`src/rtl/osd_pkg.sv`:
```
`default_nettype none
// ============================================================================
//  Module      : osd_pkg
//  Description : Shared definitions for the OSD command scheduler. Holds the
//                command op encodings, the buffer geometry (8 lines of 256
//                bytes, 11-bit address) and the scheduler state and port
//                enumerations.
//  Revision    : 1.0 - initial release
// ============================================================================
package osd_pkg;

    typedef enum logic [1:0] {
        OP_WRITE   = 2'd0,
        OP_CLEAR   = 2'd1,
        OP_ENABLE  = 2'd2,
        OP_DISABLE = 2'd3
    } osd_op_e;

    localparam int OSD_LINE_BYTES = 256;
    localparam int OSD_LINES      = 8;
    localparam int OSD_ADDR_W     = 11;
    localparam int OSD_LINE_W     = $clog2(OSD_LINES);
    localparam int OSD_BYTE_W     = $clog2(OSD_LINE_BYTES);

    typedef enum logic [1:0] {
        ST_IDLE  = 2'd0,
        ST_WRITE = 2'd1,
        ST_CLEAR = 2'd2
    } osd_state_e;

    typedef enum logic {
        PORT_A = 1'b0,
        PORT_B = 1'b1
    } osd_port_e;

endpackage
`default_nettype wire

```
`src/rtl/osd_cmd_arbiter_rr_arb2.sv`:
```
`default_nettype none
// ============================================================================
//  Module      : rr_arb2
//  Description : Two-way round-robin arbiter. On a tie the port that did not
//                win last time is chosen; a lone requester always wins. The
//                last-winner pointer moves only when advance is asserted with
//                at least one request present.
//  Ports       : clk, rst_n      - clock, asynchronous active-low reset
//                req_a, req_b    - requests
//                advance         - commit the current winner to the pointer
//                winner          - selected port (valid when valid = 1)
//                valid           - at least one request present
//  Revision    : 1.0 - initial release
// ============================================================================
module rr_arb2
    import osd_pkg::*;
(
    input  logic      clk,
    input  logic      rst_n,
    input  logic      req_a,
    input  logic      req_b,
    input  logic      advance,
    output osd_port_e winner,
    output logic      valid
);

    osd_port_e r_last;

    assign valid = req_a | req_b;

    always_comb begin
        winner = PORT_A;
        if (req_a && req_b) begin
            winner = (r_last == PORT_A) ? PORT_B : PORT_A;
        end else if (req_b) begin
            winner = PORT_B;
        end
    end

    // Reset points at B so that A takes the first tie.
    always_ff @(posedge clk or negedge rst_n) begin
        if (!rst_n) begin
            r_last <= PORT_B;
        end else if (advance && valid) begin
            r_last <= winner;
        end
    end

endmodule
`default_nettype wire

```
`src/rtl/osd_cmd_arbiter.sv`:
```
`default_nettype none
// ============================================================================
//  Module      : osd_cmd_arbiter
//  Description : Schedules commands from two requesters (A: SPI decoder,
//                B: core-local messages) onto the single OSD buffer write
//                port and the OSD enable flag. Round-robin arbitration in
//                IDLE; WRITE streams up to 256 payload bytes into one line,
//                CLEAR fills one line with CLEAR_VALUE, ENABLE/DISABLE act
//                on the grant edge.
//  Ports       : clk_pix, reset_n           - clock, async active-low reset
//                {a,b}_req/_op/_line/_gnt   - command request / grant pulse
//                {a,b}_dat/_dat_valid/_ready- WRITE payload handshake
//                buf_we/buf_addr/buf_wdata  - registered buffer write port
//                osd_enable                 - display enable flag
//                busy                       - scheduler not in IDLE
//  Revision    : 1.0 - initial release
// ============================================================================
module osd_cmd_arbiter
    import osd_pkg::*;
#(
    parameter logic [7:0] CLEAR_VALUE  = 8'h00,
    parameter logic       RESET_ENABLE = 1'b0
) (
    input  logic                  clk_pix,
    input  logic                  reset_n,
    input  logic                  a_req,
    input  logic [1:0]            a_op,
    input  logic [OSD_LINE_W-1:0] a_line,
    output logic                  a_gnt,
    input  logic [7:0]            a_dat,
    input  logic                  a_dat_valid,
    output logic                  a_dat_ready,
    input  logic                  b_req,
    input  logic [1:0]            b_op,
    input  logic [OSD_LINE_W-1:0] b_line,
    output logic                  b_gnt,
    input  logic [7:0]            b_dat,
    input  logic                  b_dat_valid,
    output logic                  b_dat_ready,
    output logic                  buf_we,
    output logic [OSD_ADDR_W-1:0] buf_addr,
    output logic [7:0]            buf_wdata,
    output logic                  osd_enable,
    output logic                  busy
);

    osd_state_e            r_state,    w_state_nxt;
    osd_port_e             r_owner,    w_owner_nxt;
    logic [OSD_LINE_W-1:0] r_cur_line, w_line_nxt;
    logic [OSD_BYTE_W-1:0] r_bcnt,     w_bcnt_nxt;
    logic                  w_we_nxt;
    logic [OSD_ADDR_W-1:0] w_addr_nxt;
    logic [7:0]            w_wdata_nxt;
    logic                  w_en_nxt;
    logic                  w_gnt_a_nxt, w_gnt_b_nxt;
    logic                  w_advance;

    osd_port_e             w_winner;
    logic                  w_any_req;
    osd_op_e               w_sel_op;
    logic [OSD_LINE_W-1:0] w_sel_line;
    logic                  w_own_req, w_own_valid;
    logic [7:0]            w_own_dat;
    logic                  w_last_byte;

    rr_arb2 u_arb (
        .clk     (clk_pix),
        .rst_n   (reset_n),
        .req_a   (a_req),
        .req_b   (b_req),
        .advance (w_advance),
        .winner  (w_winner),
        .valid   (w_any_req)
    );

    assign w_sel_op    = (w_winner == PORT_B) ? osd_op_e'(b_op) : osd_op_e'(a_op);
    assign w_sel_line  = (w_winner == PORT_B) ? b_line : a_line;
    assign w_own_req   = (r_owner == PORT_B) ? b_req       : a_req;
    assign w_own_valid = (r_owner == PORT_B) ? b_dat_valid : a_dat_valid;
    assign w_own_dat   = (r_owner == PORT_B) ? b_dat       : a_dat;
    assign w_last_byte = (r_bcnt == {OSD_BYTE_W{1'b1}});

    // Ready depends only on state and owner, never on the valid inputs.
    assign a_dat_ready = (r_state == ST_WRITE) && (r_owner == PORT_A);
    assign b_dat_ready = (r_state == ST_WRITE) && (r_owner == PORT_B);
    assign busy        = (r_state != ST_IDLE);

    always_comb begin
        w_state_nxt = r_state;
        w_owner_nxt = r_owner;
        w_line_nxt  = r_cur_line;
        w_bcnt_nxt  = r_bcnt;
        w_we_nxt    = 1'b0;
        w_addr_nxt  = buf_addr;
        w_wdata_nxt = buf_wdata;
        w_en_nxt    = osd_enable;
        w_gnt_a_nxt = 1'b0;
        w_gnt_b_nxt = 1'b0;
        w_advance   = 1'b0;

        case (r_state)
            ST_IDLE: begin
                if (w_any_req) begin
                    w_advance   = 1'b1;
                    w_owner_nxt = w_winner;
                    w_line_nxt  = w_sel_line;
                    w_bcnt_nxt  = '0;
                    w_gnt_a_nxt = (w_winner == PORT_A);
                    w_gnt_b_nxt = (w_winner == PORT_B);
                    case (w_sel_op)
                        OP_WRITE:   w_state_nxt = ST_WRITE;
                        OP_CLEAR:   w_state_nxt = ST_CLEAR;
                        OP_ENABLE:  w_en_nxt    = 1'b1;
                        OP_DISABLE: w_en_nxt    = 1'b0;
                        default:    w_state_nxt = ST_IDLE;
                    endcase
                end
            end

            ST_WRITE: begin
                // A dropped request aborts; the byte offered on that same
                // cycle is discarded, earlier bytes stay written.
                if (!w_own_req) begin
                    w_state_nxt = ST_IDLE;
                end else if (w_own_valid) begin
                    w_we_nxt    = 1'b1;
                    w_addr_nxt  = {r_cur_line, r_bcnt};
                    w_wdata_nxt = w_own_dat;
                    w_bcnt_nxt  = r_bcnt + OSD_BYTE_W'(1);
                    if (w_last_byte) begin
                        w_state_nxt = ST_IDLE;
                    end
                end
            end

            ST_CLEAR: begin
                w_we_nxt    = 1'b1;
                w_addr_nxt  = {r_cur_line, r_bcnt};
                w_wdata_nxt = CLEAR_VALUE;
                w_bcnt_nxt  = r_bcnt + OSD_BYTE_W'(1);
                if (w_last_byte) begin
                    w_state_nxt = ST_IDLE;
                end
            end

            default: begin
                w_state_nxt = ST_IDLE;
            end
        endcase
    end

    always_ff @(posedge clk_pix or negedge reset_n) begin
        if (!reset_n) begin
            r_state    <= ST_IDLE;
            r_owner    <= PORT_A;
            r_cur_line <= '0;
            r_bcnt     <= '0;
            buf_we     <= 1'b0;
            buf_addr   <= '0;
            buf_wdata  <= '0;
            osd_enable <= RESET_ENABLE;
            a_gnt      <= 1'b0;
            b_gnt      <= 1'b0;
        end else begin
            r_state    <= w_state_nxt;
            r_owner    <= w_owner_nxt;
            r_cur_line <= w_line_nxt;
            r_bcnt     <= w_bcnt_nxt;
            buf_we     <= w_we_nxt;
            buf_addr   <= w_addr_nxt;
            buf_wdata  <= w_wdata_nxt;
            osd_enable <= w_en_nxt;
            a_gnt      <= w_gnt_a_nxt;
            b_gnt      <= w_gnt_b_nxt;
        end
    end

endmodule
`default_nettype wire

```
`config.mk`:
```
export PLATFORM = sky130hd
export DESIGN_NAME = osd_cmd_arbiter
export DESIGN_NICKNAME = d
export VERILOG_FILES = /design/src/rtl/osd_pkg.sv /design/src/rtl/osd_cmd_arbiter_rr_arb2.sv /design/src/rtl/osd_cmd_arbiter.sv
export SDC_FILE = /design/constraint.sdc
export NUM_CORES = 1
export LEC_CHECK = 0
export CAP_MARGIN = 20
export CORE_ASPECT_RATIO = 1.5
export CORE_MARGIN = 5
export CORE_UTILIZATION = 43
export DETAILED_ROUTE_END_ITERATION = 12
export GPL_TIMING_DRIVEN = 1
export HOLD_SLACK_MARGIN = 0.03
export PLACE_DENSITY = 0.81
export SLEW_MARGIN = 10
export SYNTH_ARGS = -nofsm -noshare
export SYNTH_HDL_FRONTEND = slang
export SYNTH_HIERARCHICAL = 1
export SYNTH_SLANG_ARGS = --single-unit
```
`constraint.sdc`:
```
create_clock -name clk_pix -period 1.69 [get_ports clk_pix]
set_input_delay 0.338 -clock clk_pix [delete_from_list [all_inputs] [get_ports clk_pix]]
set_output_delay 0.338 -clock clk_pix [all_outputs]
set_load 0.01 [all_outputs]
```
======== After elaboration in Yosys (flattened, before gate mapping) ========
Cells that the tools add are included.
word-level totals
  logic and storage cells ................. 75
  output and inout bits ................... 26
  flip-flop bits (word level) ............. 38
cells by class
  muxes and demuxes ....................... 34
  eq/ne operators ......................... 11
  bitwise gates (word level) .............. 3
  add/sub/neg operators ................... 1
  reduce and logical (&&, ||, !) cells .... 15
operators with widths
  operator                                               number
  2-to-1 mux 8 bit                                       6
  one-hot mux 8 bit (3 select lines)                     1
  2-to-1 mux 11 bit                                      2
  one-hot mux 11 bit (2 select lines)                    1
  one-hot mux 8 bit (2 select lines)                     1
  2-to-1 mux 1 bit                                       13
  2-to-1 mux 2 bit                                       5
  AND reduction 3 bit                                    3
  adder 8 x 1 -> 8 bit, second input constant            1
  == test 8 bit, second input constant                   1
  == test 2 bit, second input constant                   3
  one-hot mux 2 bit (3 select lines)                     1
  nonzero test 2 bit                                     3
  == test 2 x 1 -> 1 bit, second input constant          2
  logical AND 1 bit                                      4
  logical NOT 2 bit                                      2
  inequality test 2 bit, second input constant           2
  one-hot mux 1 bit (2 select lines)                     2
  one-hot mux 2 bit (2 select lines)                     1
  AND reduction 4 bit                                    1
  2-to-1 mux 3 bit                                       1
  inequality test 3 x 1 -> 1 bit, second input constant  1
  inequality test 3 bit, second input constant           1
  nonzero test 3 bit                                     1
  4 further kinds                                        5

======== Depth between registers and ports, before layout ========
Gate-level depths: netlist (run 1).
  word-level depth ........................ 7
  depth in mapped cells ................... 8
  mapped depth without buffers ............ 6

======== By module ========
The synthesis (run 1) kept the hierarchy.
modules (own cells, without submodules)
  module           area each (µm²)  seq. area each (µm²)  times used  cells an instance
  osd_cmd_arbiter  1935.6           925.9                 1           172
  rr_arb2          51.3             26.3                  1           5

======== Worst setup path before layout (run 1) ========
No wires, ideal clock.
  path type ............................... flip-flop to flip-flop
  start point ............................. reg u_arb.r_last
  end point ............................... reg r_state[0]
  cell stages (with the launch flop) ...... 7
  library setup time ...................... 83 ps
  data arrival time ....................... 1523 ps
  clock period less this slack ............ 1606 ps
  buffers on the path ..................... 1
  path slack .............................. 84 ps
  cells stage by stage .................... dfstp_2 > a21boi_0 > buf_6 > mux2_2 > nor4_4 > o21ai_0 > o21ai_0
on the way
  cells in the longest elaborated chain, start to end .. 7
  elaborated cells on any way between the ends .. 10
  classes of those cells .................. eq/ne (2); mux (6); reduce/logical (2)
ends and longest elaborated chain
  element                                                             line                           RTL
  start, declared                                                     osd_cmd_arbiter_rr_arb2.sv:27  osd_port_e r_last;
  start signal, assigned                                              osd_cmd_arbiter_rr_arb2.sv:45  r_last <= winner;
  2-to-1 mux 1 bit (*)                                                osd_cmd_arbiter_rr_arb2.sv:34  winner = (r_last == PORT_A) ? PORT_B : PORT_A;
  2-to-1 mux 1 bit (*)                                                osd_cmd_arbiter_rr_arb2.sv:33  if (req_a && req_b) begin
  via w_winner                                                        osd_cmd_arbiter.sv:58          osd_port_e w_winner;
  2-to-1 mux 2 bit (*)                                                osd_cmd_arbiter.sv:76          assign w_sel_op = (w_winner == PORT_B) ? osd_op_e'(b_op) : osd_op_e'(a_op);
  == test 2 x 1 -> 1 bit / logical NOT 2 bit (equally long branches)  osd_cmd_arbiter.sv:110         case (w_sel_op)
  one-hot mux 2 bit (2 select lines)                                  osd_cmd_arbiter.sv:110
  2-to-1 mux 2 bit                                                    osd_cmd_arbiter.sv:103         if (w_any_req) begin
  one-hot mux 2 bit (3 select lines)                                  osd_cmd_arbiter.sv:101         case (r_state)
  end signal, assigned                                                osd_cmd_arbiter.sv:165         r_state <= w_state_nxt;
  end, declared                                                       osd_cmd_arbiter.sv:47          osd_state_e r_state, w_state_nxt;
The timed path passes the listed nets; every way through them passes the cells marked *. The select of a mux whose other input is x is not followed.
A chain may end at the register's enable or synchronous reset.

======== Worst setup path after layout (run 1) ========
  start point ............................. reg r_state[0]
  end point ............................... reg buf_wdata[7]
on the way
  cells in the longest elaborated chain, start to end .. 3
  elaborated cells on any way between the ends .. 7
  classes of those cells .................. eq/ne (4); mux (1); reduce/logical (2)
ends and longest elaborated chain
  element                                                                       line                    RTL
  == test 2 x 1 -> 1 bit / == test 2 bit (equally long branches)                osd_cmd_arbiter.sv:101
  inequality test 2 bit (no line) / nonzero test 2 bit (equally long branches)  n/a
  AND reduction 3 bit (no line)                                                 n/a
  end signal, assigned                                                          osd_cmd_arbiter.sv:171  buf_wdata <= w_wdata_nxt;
  end, declared                                                                 osd_cmd_arbiter.sv:42   output logic [7:0] buf_wdata,
Parallel ways exist; a longest one is shown, timed or not.

==> impl_metrics.yaml, run 1 <==
status:
  status: "finished with violations"
  violations: "negative setup slack"
grt:
  grt_pass1_wl_mm: 7.755
  grt_usage_pct: 16.12
  grt_pass1_vias: 1706
  overflow: 0
  antenna_found_initial: 0
  grt_max_degree: 18
power:
  p_per_area_nw_per_um2: 1749
  leakage_nw: 1.403
  peakVddDrop_uv: 668.5
setup_path:
  cp.required_ns: 1.88
  critical_path_class: "reg -> reg"
  crit_fanout: 16
  worst_ep_arrival_time_ns: 1.90
  path_buf_inv: 4
  critPathMaxStageDelay_ns: 0.40
  critPathTopFamily: "buffers and inverters"
  crit_chain: "buf_6, ha_4, buf_6, a31o_4, buf_6, buf_4, o31ai_2"
  critPathSlowestCell: "dfrtp_1"
  cp-start-kind: "register"
  critPathCaptureType: "register"
  cpMostUsedCell: "buf_6"
clock_network:
  cts-buffers-inserted: 5
  root_buffer: "clkbuf_8"
  clk_pin_slew_ns: 0.07
  cts_htree_levels: 2
  numClockSinks: 38
  cts-root-to-sink-buffers: 2
  clk_latency_ns: 0.29
  cts_tree: "done"
layout:
  mostFrequentLayoutCells: "51 x clkdlybuf4s50_1, 37 x dfrtp_1, 21 x buf_4"
  fin_cells: 312
  utilization_pct: 68.31
  final_common_cell: "clkdlybuf4s50_1"
  area_growth_pct: 54.85
  fill_cells: 315
  n_antenna_cell: 0
  layout.nets: 300
  final_layout_size_suffix_gt1_share_pct: 30.30
yosys:
  synth_area_per_cell_um2: 11.23
  synth.top_cell.area_share_pct: 46.60
  yosysTopAreaCell: "dfrtp_1"
  yosys_warnings: 6
  synth_cells: 177
  synth_area_leaders: "dfrtp_1 47%, mux2i_1 7.1%, mux2_4 6.8%"
  synth-seq-area-share_pct: 47.92
  synth_area_um2: 1987
  ys_ff_latch: 38
  synth_cell_types: 40
  synth_fp_nets: 214
floorplanning:
  io_pins: 58
  row_count: 30
  start_util_pct: 44.11
  die-area_um2: 6108
  core-area_um2: 4504
  die_w_um: 65.50
  dieHeight_um: 93.26
placement:
  io_buffers: 57
  hpwl_mm: 3.622
  place_inst: 297
  gp_routability_congestion: 0.8164
  post-place-ws_ns: -0.5400
route:
  drt-initial-drc-count: 51
  viasPerCell: 5.510
  wirelength_mm: 5.051
  drtPass1Iterations: 4
  drc: 0
  wl_per_cell_um: 16.19
  num_vias: 1719
  antenna_left: 0
timing:
  period_minus_slack_ns: 1.710
  fin_ws_ns: -0.02004
  rsz0062_at_grt: "yes"
  setup_viol: 10
  clock_skew_ns: 0.008704
  whs_ns: 0.4188
  fin_setup_tns_ns: -0.07181
  hold_viol: 0
  fmax_mhz: 584.8
  min_period_over_period_pct: 101.2
  tightest_slew_ns: 0.2615
  max_slew_margin_pct: 82.07
  report.final.slew_viol_count: 0
job:
  drv_cap: 0
hold_path:
  min_path_type: "in -> reg"
## layer usage
metal  vias up  wire [µm]  track usage, %
met5         -          0               0
met4         0         60           5.536
met3         8        281           3.726
met2        50       2868           31.53
met1       851       1841           16.01
li1        810          -               -
## registers in the layout, indices dropped and copies added, names as in the netlist
name          cells
buf_addr         11
b_gnt             1
u_arb/r_last      1
r_cur_line        3
osd_enable        1
r_state           2
a_gnt             1
buf_wdata         8
r_bcnt            8
r_owner           1
buf_we            1
## cells in the mapped netlist (all sizes together)
master and number:
a31oi 1, a21boi 2, and4b 1, o21ai 12
a21oi 3, o2bb2ai 1, nor2 6, nor3 3
or2 1, dfrtp 37, a21o 1, o311a 1
and4bb 1, nand2 21, nand4 1, nand3b 2
o31ai 9, clkbuf 2, dfstp 1, mux2i 14
buf 7, a31o 2, inv 7, nand2b 2
o21a 1, nand3 12, mux2 12, a32o 4
nor4 1, and3 1, nor2b 1, ha 5
and2 2
## final timing paths
path	from	to	slack, ns	cells after the start
worst max-delay path	r_state[0]	buf_wdata[7]	-0.02	7
worst min-delay path	a_req	u_arb/r_last	0.42	3
worst max register to register	r_state[0]	buf_wdata[7]	-0.02	7
worst min register to register	buf_wdata[3]	buf_wdata[3]	0.48	2
max in group asynchronous	reset_n	r_bcnt[6]	0.72	3
min in group asynchronous	reset_n	b_gnt	0.45	2
## metrics by stage
step	cell area (µm²)	total power (W)
6_report	3077	0.005382
5_1_grt	3077	0.005683
4_1_cts	2970	0.005084
3_5_place_dp	2731	0.003849
3_3_place_gp	2731	0.003781
2_1_floorplan	1987	0.002858
## worst register-to-register path, stage by stage, from the launching register on
cell     delay, ns
dfrtp_1       0.40
buf_6         0.13
ha_4          0.16
buf_6         0.13
a31o_4        0.23
buf_6         0.12
buf_4         0.19
o31ai_2       0.25
## final cells by class
type | instances | area, µm² | share of cell area, %
Timing Repair Buffer | 88 | 858.3 | 27.90
Clock inverter | 3 | 68.82 | 2.237
Sequential cell | 38 | 952.2 | 30.95
Inverter | 7 | 26.28 | 0.8540
Tap cell | 48 | 60.06 | 1.952
Multi-Input combinational cell | 123 | 1042 | 33.88
Clock buffer | 5 | 68.82 | 2.237
## repair_timing
item / CTS / global route
pin swaps: 2 / 2
gates resized for setup: 20 / 25
setup endpoints to repair: 10 / 29
gates cloned: 1 / 0
endpoints found under the hold margin: 9 / 0
buffers inserted: 3 / 2
hold buffers: 1 / 0
## logic make-up (layout without fill, tap and decap cells)
logic type                 after synthesis  count (layout)  synth area share (%)
muxes                                   26              26                 15.55
buffers and inverters                   16             103                 5.038
and+or+nand+nor                         55              55                 15.30
DFF                                     38              38                 47.92
adders and majority gates                5               5                 3.149
AOI/OAI and AO/OA                       37              37                 13.04
## power by group
part	switching [W]	internal, W
Clock	0.000326	0.000591
Sequential	0.000193	0.00121
Combinational	0.00136	0.00170
Total	0.00188	0.00350
(Power assumes the default switching activity.)
==> run 2, diff against run 1 <==
--- a/config.mk
+++ b/config.mk
@@ -9,10 +9,12 @@
 export CORE_ASPECT_RATIO = 1.5
 export CORE_MARGIN = 5
 export CORE_UTILIZATION = 43
+export CTS_CLUSTER_DIAMETER = 30
 export DETAILED_ROUTE_END_ITERATION = 12
 export GPL_TIMING_DRIVEN = 1
 export HOLD_SLACK_MARGIN = 0.03
 export PLACE_DENSITY = 0.81
+export SETUP_SLACK_MARGIN = 0.5
 export SLEW_MARGIN = 10
 export SYNTH_ARGS = -nofsm -noshare
 export SYNTH_HDL_FRONTEND = slang
==> run 2 against run 1 <==
The run now ends clean. Flip-flop and latch count stayed put. Combinational power rose by 17%. Total power rose by 8.3%. Register-to-register slack better by 0.07 ns. Largest cell class unchanged. Largest power group unchanged.
==> impl_metrics.yaml, run 2 (synthesized netlist as in run 1, its figures left out) <==
status:
  status: "completed"
floorplanning:
  start_util_pct: 44.11
  row_count: 30
  dieHeight_um: 93.26
  io_pins: 58
  die_w_um: 65.50
  core-area_um2: 4504
  die-area_um2: 6108
timing:
  fmax_mhz: 608.5
  rsz0062_at_grt: "yes"
  hold_viol: 0
  max_slew_margin_pct: 76.01
  period_minus_slack_ns: 1.643
  fin_setup_tns_ns: 0
  setup_viol: 0
  report.final.slew_viol_count: 0
  clock_skew_ns: 0.01035
  tightest_slew_ns: 0.3599
  min_period_over_period_pct: 97.24
grt:
  grt_usage_pct: 17.24
  grt_pass1_vias: 1746
  overflow: 0
  grt_pass1_wl_mm: 8.045
  antenna_found_initial: 0
  grt_max_degree: 18
power:
  peakVddDrop_uv: 775.4
  finalPower_w: 0.005831
  leakage_nw: 1.501
  p_per_area_nw_per_um2: 1831
layout:
  layout.nets: 305
  fill_cells: 277
  mostFrequentLayoutCells: "36 x dfrtp_1, 28 x clkdlybuf4s50_1, 26 x buf_2"
  final_common_cell: "dfrtp_1"
  n_antenna_cell: 0
  regMostFlops: "buf_addr"
  area_growth_pct: 60.26
  top_regs: "buf_addr x11, buf_wdata x8, r_bcnt x8"
  largest_reg_flops: 11
  final_layout_size_suffix_gt1_share_pct: 50.37
setup_path:
  crit_path_start: "r_state[0]"
  critical_path_class: "reg -> reg"
  r2r_start: "r_state[0]"
  worst_ep_arrival_time_ns: 1.82
  cp-start-kind: "register"
  critPathCaptureType: "register"
  crit_fanout: 8
  cp.required_ns: 1.87
placement:
  hpwl_mm: 3.704
  io_buffers: 57
  gp_routability_congestion: 0.8230
clock_network:
  cts_tree: "done"
  clk_latency_ns: 0.30
  clk_pin_slew_ns: 0.08
  numClockSinks: 38
  cts-buffers-inserted: 5
  cts-root-to-sink-buffers: 2
  cts_htree_levels: 2
  root_buffer: "clkbuf_8"
route:
  drc: 0
  drt-initial-drc-count: 39
  wl_per_cell_um: 18.47
  num_vias: 1740
  viasPerCell: 5.506
  antenna_left: 0
  wirelength_mm: 5.837
  drtPass1Iterations: 4
job:
  drv_cap: 0
hold_path:
  min_path_type: "in -> async"
==> run 2: power breakdown <==
group | internal, W | switching, W
Sequential | 0.00122 | 0.000224
Combinational | 0.00190 | 0.00170
Clock | 0.000472 | 0.000324
==> run 2: through the flow <==
step	cells	worst slack [ns]	hold WS [ns]	area (µm²)	util, %
floorplan	177	0.1838	0.04241	2043	-
global placement	295	-0.2693	0.2598	2748	61.00
detailed placement	295	-0.3111	0.2671	2748	61.00
CTS	310	0.07970	0.4823	2967	65.86
global route	316	0.02686	0.5157	3184	70.69
finish	316	0.04659	0.4719	3184	70.69
==> run 2: worst max-delay path, cell delays in order, from the launching register on <==
cell and delay [ns]:
dfrtp_1 0.44, inv_2 0.15, ha_4 0.18, nor2_4 0.04
a31o_4 0.26, buf_12 0.16, mux2_4 0.29
==> run 2: cell type report <==
type,instances,area (µm²),share of cell area [%]
clock buffers,6,82.58,2.593
repair buffers,93,819.5,25.74
inverters,7,28.78,0.9037
flip-flops and latches,38,953.4,29.94
clock inverters,1,30.03,0.9430
multi-input cells,123,1210,38.00
well taps,48,60.06,1.886
==> run 2: path summary, 6_finish.rpt <==
kind                                 to  cells past startpoint  slack, ns
min reg2reg                buf_wdata[4]                      2       0.48
min in group clk_pix       buf_wdata[4]                      2       0.48
max in group asynchronous  u_arb/r_last                      3       0.64
max                         buf_addr[5]                      6       0.05
min                         buf_addr[0]                      2       0.47
max reg2reg                 buf_addr[5]                      6       0.05
==> run 2: metal layers <==
metal	global-route usage (%)	routed length (µm)
met5	0	0
met3	3.846	301
met4	6.747	76
met2	31.45	3309
met1	18.94	2150
==> run 2: repair_timing <==
item | 4_1_cts | 5_1_grt
endpoints found under the hold margin | 15 | 0
cloned | 1 | 1
pin swaps | 10 | 16
setup buffers | 6 | 5
hold buffers | 1 | 0
setup endpoints to repair | 64 | 43
resized for setup | 141 | 39
==> run 3, diff against run 2 <==
--- a/config.mk
+++ b/config.mk
@@ -14,7 +14,7 @@
 export GPL_TIMING_DRIVEN = 1
 export HOLD_SLACK_MARGIN = 0.03
 export PLACE_DENSITY = 0.81
-export SETUP_SLACK_MARGIN = 0.5
+export SKIP_CTS_REPAIR_TIMING = 1
 export SLEW_MARGIN = 10
 export SYNTH_ARGS = -nofsm -noshare
 export SYNTH_HDL_FRONTEND = slang
==> run 3 against run 2 <==
Clock skew shrank 0.0041 ns. Flip-flop and latch count stayed put. Combinational power fell by 24%. Worst hold slack worse by 0.055 ns. Register-to-register slack lost 0.02 ns. Count of clock-buffer cells in the layout decreased by 1. Critical path type is now reg -> out.
==> impl_metrics.yaml, run 3 (synthesized netlist as in run 1, its figures left out) <==
hold_path:
  min_path_type: "in -> reg"
  min_path_cells: 3
placement:
  io_buffers: 57
  post-place-ws_ns: -0.5400
  gp_routability_congestion: 0.8164
  hpwl_mm: 3.622
layout:
  top_regs: "buf_addr x11, buf_wdata x8, r_bcnt x8"
  largest_reg_flops: 11
  fill_cells: 329
  final_common_cell: "clkdlybuf4s50_1"
  final_layout_size_suffix_gt1_share_pct: 25.00
  regMostFlops: "buf_addr"
  area_growth_pct: 50.38
  layout.nets: 296
  mostFrequentLayoutCells: "51 x clkdlybuf4s50_1, 37 x dfrtp_1, 23 x buf_4"
  n_antenna_cell: 0
grt:
  grt_max_degree: 18
  grt_pass1_vias: 1655
  antenna_found_initial: 0
  grt_usage_pct: 15.87
  overflow: 0
  grt_pass1_wl_mm: 7.486
setup_path:
  crit_fanout: 4
  rr_worst_depth: 6
  crit_chain: "buf_4, ha_4, and2_1, dlymetal6s2s_1"
  critPathSlowestCell: "dfrtp_1"
  critPathMaxStageDelay_ns: 0.40
  critPathCaptureType: "output pin"
  cp-start-kind: "register"
  cp.required_ns: 1.35
  critical_path_class: "reg -> out"
  worst_ep_arrival_time_ns: 1.33
power:
  clockPowerShare_pct: 18.2
  peakVddDrop_uv: 657.9
  p_per_area_nw_per_um2: 1689
  p_seq_share_pct: 27.8
  swShare_pct: 34.63
  p_sw_w: 0.001748
  p_int_w: 0.003300
  leakage_nw: 1.410
  p_comb_share_pct: 54.0
floorplanning:
  core-area_um2: 4504
  io_pins: 58
  start_util_pct: 44.11
  dieHeight_um: 93.26
  die_w_um: 65.50
  row_count: 30
  die-area_um2: 6108
clock_network:
  cts_htree_levels: 2
  numClockSinks: 38
  root_buffer: "clkbuf_8"
  cts-buffers-inserted: 5
  clk_pin_slew_ns: 0.08
  cts-root-to-sink-buffers: 2
  clk_latency_ns: 0.29
  cts_tree: "done"
timing:
  max_slew_margin_pct: 83.30
  fin_ws_ns: 0.02536
  setup_viol: 0
  period_minus_slack_ns: 1.665
  min_period_over_period_pct: 98.50
  clock_skew_ns: 0.006296
  fmax_mhz: 600.7
  whs_ns: 0.4172
  tightest_slew_ns: 0.2436
  report.final.slew_viol_count: 0
  hold_viol: 0
  fin_setup_tns_ns: 0
status:
  status: "completed"
route:
  wl_per_cell_um: 16.15
  drt-initial-drc-count: 26
  drc: 0
  wirelength_mm: 4.974
  num_vias: 1677
  drtPass1Iterations: 4
  viasPerCell: 5.445
  antenna_left: 0
job:
  drv_cap: 0
[run 3: changes by cell type in the layout (fill, tap and decap cells not counted), sizes merged]
cell	previous run	this run
buf	61	26
bufinv	1	2
clkbuf	7	6
clkdlybuf4s50	28	51
clkinv	0	1
dlygate4sd2	2	0
dlymetal6s2s	0	5
[run 3: metrics by stage]
stage / util, % / power (W) / instances / instance area (µm²)
after global routing: 66.33 / 0.005377 / 308 / 2988
final: 66.33 / 0.005047 / 308 / 2988
after global placement: 60.64 / 0.003781 / 297 / 2731
after CTS: 63.69 / 0.004788 / 305 / 2869
after detailed placement: 60.64 / 0.003849 / 297 / 2731
after floorplan: - / 0.002858 / 177 / 1987
[run 3: final timing paths]
| check | slack, ns | start | end |
|---|---|---|---|
| worst min register to register | 0.48 | buf_wdata[0] | buf_wdata[0] |
| worst max register to register | 0.03 | r_state[0] | buf_addr[6] |
| worst max-delay path | 0.03 | r_state[0] | b_dat_ready |
| min in group asynchronous | 0.45 | reset_n | buf_wdata[0] |
| worst min-delay path | 0.42 | a_req | u_arb/r_last |
| max in group asynchronous | 0.72 | reset_n | r_bcnt[6] |
[run 3: area by class of cell]
cell class              count  area (µm²)  area share, %
repair buffers             84       817.0          27.35
multi-input cells         123       994.7          33.29
clock buffers               5       68.82          2.303
clock inverters             3       68.82          2.303
well taps                  48       60.06          2.010
inverters                   7       26.28         0.8794
flip-flops and latches     38       952.2          31.87
[run 3: layer usage]
layer / part of all wire, % / vias up / track usage, %
met2: 56 / 50 / 30.77
met3: 6.1 / 8 / 5.168
met5: 0 / - / 0
met1: 36 / 818 / 15.17
met4: 2.1 / 0 / 5.190
li1: - / 801 / -
[run 3: critical path, delay by kind of cell, from the launching register on]
| family | cells | cell delay, ns |
|---|---|---|
| and+or+nand+nor | 1 | 0.14 |
| adders and majority gates | 1 | 0.16 |
| DFF | 1 | 0.40 |
| buffers and inverters | 2 | 0.33 |
[run 3: power groups by stage]
stage / clock network (W) / registers [W] / logic, W
after floorplan: 0 / 0.00146 / 0.00140
after global placement: 0 / 0.00140 / 0.00238
after detailed placement: 0 / 0.00141 / 0.00244
after CTS: 0.000939 / 0.00139 / 0.00246
after global routing: 0.000986 / 0.00144 / 0.00295
final: 0.000920 / 0.00140 / 0.00272
